[config.mk]
export PLATFORM = sky130hd
export DESIGN_NAME = por_rst_seq
export DESIGN_NICKNAME = d
export VERILOG_FILES = /design/src/rtl/por_rst_seq.sv
export SDC_FILE = /design/constraint.sdc
export NUM_CORES = 1
export LEC_CHECK = 0
export BUFFER_PORTS_ARGS = -buffer_cell sky130_fd_sc_hd__buf_2
export CAP_MARGIN = 20
export CORE_AREA = 2 2 99 101
export DETAILED_ROUTE_END_ITERATION = 8
export DIE_AREA = 0 0 101 103
export MAX_ROUTING_LAYER = met4
export PLACE_DENSITY = 0.5
export SYNTH_ARGS = -nofsm -noshare
export SYNTH_HDL_FRONTEND = slang
export SYNTH_SLANG_ARGS = --single-unit
[constraint.sdc]
create_clock -name osc_ck -period 2.01 [get_ports osc_ck]
set_input_delay 0.201 -clock osc_ck [delete_from_list [all_inputs] [get_ports osc_ck]]
set_output_delay 0.201 -clock osc_ck [all_outputs]
set_load 0.01 [all_outputs]
[src/rtl/por_rst_seq.sv]
// Reset-release sequencer: after the POR one-shot completes, releases N_DOM
// active-low domain resets in ascending order, each gated on the previous domain's acknowledge.
module por_rst_seq #(
  parameter int N_DOM  = 4,
  parameter int GAP_W  = 8,
  parameter int ACK_TO = 255
) (
  input  logic             osc_ck,
  input  logic             rst,
  input  logic             pwup_filt,
  input  logic             por_timed_out,
  input  logic [GAP_W-1:0] cfg_gap,
  input  logic [N_DOM-1:0] dom_ack,
  input  logic             err_clr,
  output logic [N_DOM-1:0] dom_rstb,
  output logic             seq_busy,
  output logic             seq_done,
  output logic             ack_err,
  output logic [2:0]       err_dom,
  output logic [2:0]       dbg_state
);

  typedef enum logic [2:0] {
    S_IDLE = 3'd0,
    S_GAP  = 3'd1,
    S_ACK  = 3'd2,
    S_DONE = 3'd3,
    S_ERR  = 3'd4
  } state_t;

  localparam logic [15:0] ACK_LAST = 16'(ACK_TO - 1);
  localparam logic [2:0]  IDX_LAST = 3'(N_DOM - 1);

  state_t             state_q;
  logic [2:0]         idx_q;
  logic [15:0]        cnt_q;
  logic [GAP_W-1:0]   gap_q;
  logic [N_DOM-1:0]   dom_rstb_q;
  logic               seq_busy_q;
  logic               seq_done_q;
  logic               ack_err_q;
  logic [2:0]         err_dom_q;
  logic [N_DOM-1:0]   ack_s1_q;
  logic [N_DOM-1:0]   ack_s2_q;

  logic [N_DOM-1:0]   idx_onehot;
  logic               ack_cur;
  logic [15:0]        gap_ext;

  assign gap_ext = 16'(gap_q);

  always_ff @(posedge osc_ck or posedge rst) begin
    if (rst) begin
      ack_s1_q <= '0;
      ack_s2_q <= '0;
    end else begin
      ack_s1_q <= dom_ack;
      ack_s2_q <= ack_s1_q;
    end
  end

  always_comb begin
    idx_onehot = '0;
    ack_cur    = 1'b0;
    for (int k = 0; k < N_DOM; k++) begin
      if (idx_q == 3'(k)) begin
        idx_onehot[k] = 1'b1;
        ack_cur       = ack_s2_q[k];
      end
    end
  end

  // Release/ack handshake: a rising dom_rstb[i] is the request and the
  // synchronized dom_ack[i] is the response; domain i+1 is never released
  // before domain i has answered, and a missing answer ends in ERR.
  always_ff @(posedge osc_ck or posedge rst) begin
    if (rst) begin
      state_q    <= S_IDLE;
      idx_q      <= '0;
      cnt_q      <= '0;
      gap_q      <= '0;
      dom_rstb_q <= '0;
      seq_busy_q <= 1'b0;
      seq_done_q <= 1'b0;
      ack_err_q  <= 1'b0;
      err_dom_q  <= '0;
    end else begin
      if (err_clr) ack_err_q <= 1'b0;
      if (!pwup_filt && state_q != S_IDLE) begin
        // Power loss overrides everything but keeps the error record.
        state_q    <= S_IDLE;
        idx_q      <= '0;
        cnt_q      <= '0;
        dom_rstb_q <= '0;
        seq_busy_q <= 1'b0;
        seq_done_q <= 1'b0;
      end else begin
        case (state_q)
          S_IDLE: begin
            if (pwup_filt && por_timed_out && !ack_err_q) begin
              state_q    <= S_GAP;
              gap_q      <= cfg_gap;
              idx_q      <= '0;
              cnt_q      <= '0;
              seq_busy_q <= 1'b1;
            end
          end
          S_GAP: begin
            if (cnt_q == gap_ext) begin
              dom_rstb_q <= dom_rstb_q | idx_onehot;
              cnt_q      <= '0;
              state_q    <= S_ACK;
            end else begin
              cnt_q <= cnt_q + 16'd1;
            end
          end
          S_ACK: begin
            if (ack_cur) begin
              if (idx_q == IDX_LAST) begin
                state_q    <= S_DONE;
                seq_busy_q <= 1'b0;
                seq_done_q <= 1'b1;
              end else begin
                idx_q   <= idx_q + 3'd1;
                cnt_q   <= '0;
                state_q <= S_GAP;
              end
            end else if (cnt_q == ACK_LAST) begin
              state_q    <= S_ERR;
              ack_err_q  <= 1'b1;
              err_dom_q  <= idx_q;
              dom_rstb_q <= '0;
              seq_busy_q <= 1'b0;
            end else begin
              cnt_q <= cnt_q + 16'd1;
            end
          end
          S_DONE: begin
            dom_rstb_q <= '1;
          end
          S_ERR: begin
            if (err_clr) state_q <= S_IDLE;
          end
          default: begin
            state_q <= S_IDLE;
          end
        endcase
      end
    end
  end

  assign dom_rstb  = dom_rstb_q;
  assign seq_busy  = seq_busy_q;
  assign seq_done  = seq_done_q;
  assign ack_err   = ack_err_q;
  assign err_dom   = err_dom_q;
  assign dbg_state = state_q;

endmodule

==> metrics.md <==
| Metric | Value |
|---|---|
| Status | finished, violations left |
| Failing checks | negative setup slack |
| Leakage power | 1.74 nW |
| DIE AREA | 10400 sq um |
| Max-cap violation count | 0 |
| Syn nets | 281 |
| Met1 WL | 3230 microns |
| Die Ht | 103 microns |
| Via-to-Cell Ratio | 4.79 |
| Post-synth EDFFs | 0 |
| Max VDD drop | 0.000289 V |
| Synth area leader | dfrtp_1 |
| Post-synthesis sequential area ratio | 44.2% |
| Highest clock rate | 460 MHz |
| CP Data Arrival Time | 2.41 ns |
| GRT Total Usage | 14.0% |
| Critical path class | reg2reg |
| Final instance area | 3810 sq um |
| DP Wirelength | 4940 microns |
| XOR/XNOR share of the synthesized area | 2.58% |
| Worst setup margin | -0.166 ns |
| Core Area | 9460 sq um |
| Via count | 2265 |
| Number of global-route vias before repair | 2251 |
| Initial Utilization | 28.7% |
| Ports | 30 |
| Top routing layer used | met4 |
| Drt drc | 0 |
| Most common cell after layout, fill and taps aside | buf_4 |
| Minimum clock period | 2.18 ns |
| First-pass GRT wire length | 11100 microns |
| Syn Std Cell Area | 2720 sq um |
| Clock-pin slew on the worst setup and hold paths | 0.09 ns |
| # port buffers | 29 |
| Compound-Gate Fraction of Synth Area | 21.6% |
| Async SR Flop Fraction | 100% |
| Req. time, crit path | 2.25 ns |
| Crit end category | register |
| Synth top area share | 44.2% |
| Met3 wire length | 114 microns |
| Initial antenna violation count | 0 |
| Hold Crit Class | in2reg |
| Area share of and/or/nand/nor cells after synthesis | 19.4% |
| Synth unique cells | 59 |
| Top cells by area, synth | dfrtp_1, mux2_2, o31ai_2, a2bb2oi_2, ha_1 |
| Drt first-iter violations | 111 |
| Area grow syn2layout | 40.2% |
| Largest net degree at the start of global routing | 21 |
| Share of layout cells above drive strength 1 | 48.2% |
| Average size of a mapped cell | 10.6 sq um |
| Slew HR | 68.9% |
| R2r setup slk | -0.17 ns |
| Met2 wire len | 3150 microns |
| Clk Latency, worst-skew pair | 0.31 ns |
| Worst setup SP type | register |
| Detailed-route wire length | 6610 microns |
| Total power | 0.00390 W |
| Most frequent cells in the layout | buf_4, dfrtp_1, buf_2 |
| Antenna Nets Post-Route | 0 |
| Die width | 101 microns |
| Grt total ovfl | 0 |
| Fin. max-slew vios | 0 |
| Nets | 382 |
| DP Area | 3410 sq um |
| Max FO, Critical Path | 5 |
| Post-synthesis adder-cell area fraction | 3.22% |
| Main combinational cell family by area after synthesis | compound AO/OA/AOI/OAI gates |
| Clock net sink count | 48 |
| Period utilisation layout | 108% |
| Hold Fails Final Rpt | 0 |
| Pre-antenna DRT Iters | 4 |
| Std cell rows | 36 |
| Yosys reg bits | 48 |
| H-tree levels | 2 |
| Place WS | -0.234 ns |
| Top_reg_cell synth | dfrtp_1 |
| Yosys warns | 0 |
| Worst Tran Pin Value | 0.461 ns |
| Setup-failing EPs final | 24 |
| Num CTS Buffers | 5 |
| Antenna diodes | 0 |
| Power density over the cells | 1020 nW/um^2 |
| Clk buf depth | 2 |
| Gate Count Post-Synth | 257 |
| Post-layout util | 40.3% |
| CTS root buf | clkbuf_8 |
| RSZ-0062 raised after global routing | yes |
| CTS tree | done |
| Routability cong. | 0.805 |
| Post-synthesis mux area share | 4.56% |
| Avg WL per Cell | 14.0 microns |
| Clock Skew | 0.00887 ns |
power breakdown:
group          internal, W  switching [W]
logic              0.00105       0.000942
clock network     0.000280       0.000338
registers          0.00114       0.000158
per-stage QoR:
stage	TNS (ns)	std cells	hold WS (ns)
after CTS	-2.41	468	0.0902
final	-2.67	473	0.0975
after global placement	-3.13	446	0.226
after global routing	-5.30	473	0.0889
after detailed placement	-4.27	446	0.230
after floorplan	-0.937	257	0.232
synth_stat cells (6+ instances only):
cell type	count
xor2_1	8
nand3_1	11
o21ai_0	13
nor2_1	12
a2bb2oi_2	6
ha_1	7
o31ai_2	8
a21oi_1	9
mux2_2	10
dfrtp_1	48
buf_2	7
inv_1	13
nand2_1	23
path summary, 6_finish.rpt:
| kind | depth (start not counted) | from | end |
|---|---|---|---|
| worst max register to register | 8 | idx_q[1] | cnt_q[11] |
| worst min register to register | 0 | ack_s1_q[0] | ack_s2_q[0] |
| worst min-delay path | 2 | err_clr | ack_err |
| max in group asynchronous | 4 | rst | dbg_state[0] |
| min in group asynchronous | 3 | rst | cnt_q[10] |
| worst max-delay path | 8 | idx_q[1] | cnt_q[11] |
repair_timing:
action                                  4_1_cts  5_1_grt
hold buffers                                  5        0
pin swaps                                    14        6
hold endpoints to repair                     22        0
endpoints found under the setup margin       24       25
gates resized for setup                      23       15
setup buffers                                 9        5
sequential cells by signal (all words and copies together) (netlist names):
| name | count |
|---|---|
| ack_err | 1 |
| ack_s1_q | 4 |
| dom_rstb | 4 |
| dbg_state | 3 |
| cnt_q | 16 |
| seq_busy | 1 |
| idx_q | 3 |
| seq_done | 1 |
| ack_s2_q | 4 |
| err_dom | 3 |
| gap_q | 8 |
cell families (layout without fill, tap and decap cells):
logic type      count (synthesis)  after routing
simple gates                   90             90
compound gates                 69             69
flops                          48             48
fa+ha+maj                       7              7
mux                            11             11
xor+xnor                        8              8
buf+inv                        24            126
worst max-delay path: stages (launching register included):
cell and delay (ns):
dfrtp_1 0.42, inv_2 0.10, ha_4 0.14, and3b_2 0.22, o211a_4 0.26, nor4b_4 0.35
o21ai_4 0.11, or4_1 0.40, o21ai_1 0.09
metal layers:
layer | vias up | GRT usage (%)
met5 | - | -
met2 | 29 | 22.3
met4 | 0 | 4.99
met3 | 6 | 2.03
met1 | 1090 | 18.3
li1 | 1140 | -
final cells by class:
class | instances | area [sq um]
well taps | 114 | 143
flip-flops and latches | 48 | 1200
repair buffers | 105 | 768
inverters | 13 | 48.8
fillers | 937 | 5650
multi-input cells | 185 | 1560
clock buffers | 7 | 86.3
clock inverters | 1 | 7.51
Note: power is estimated with default switching activity, not from simulation.
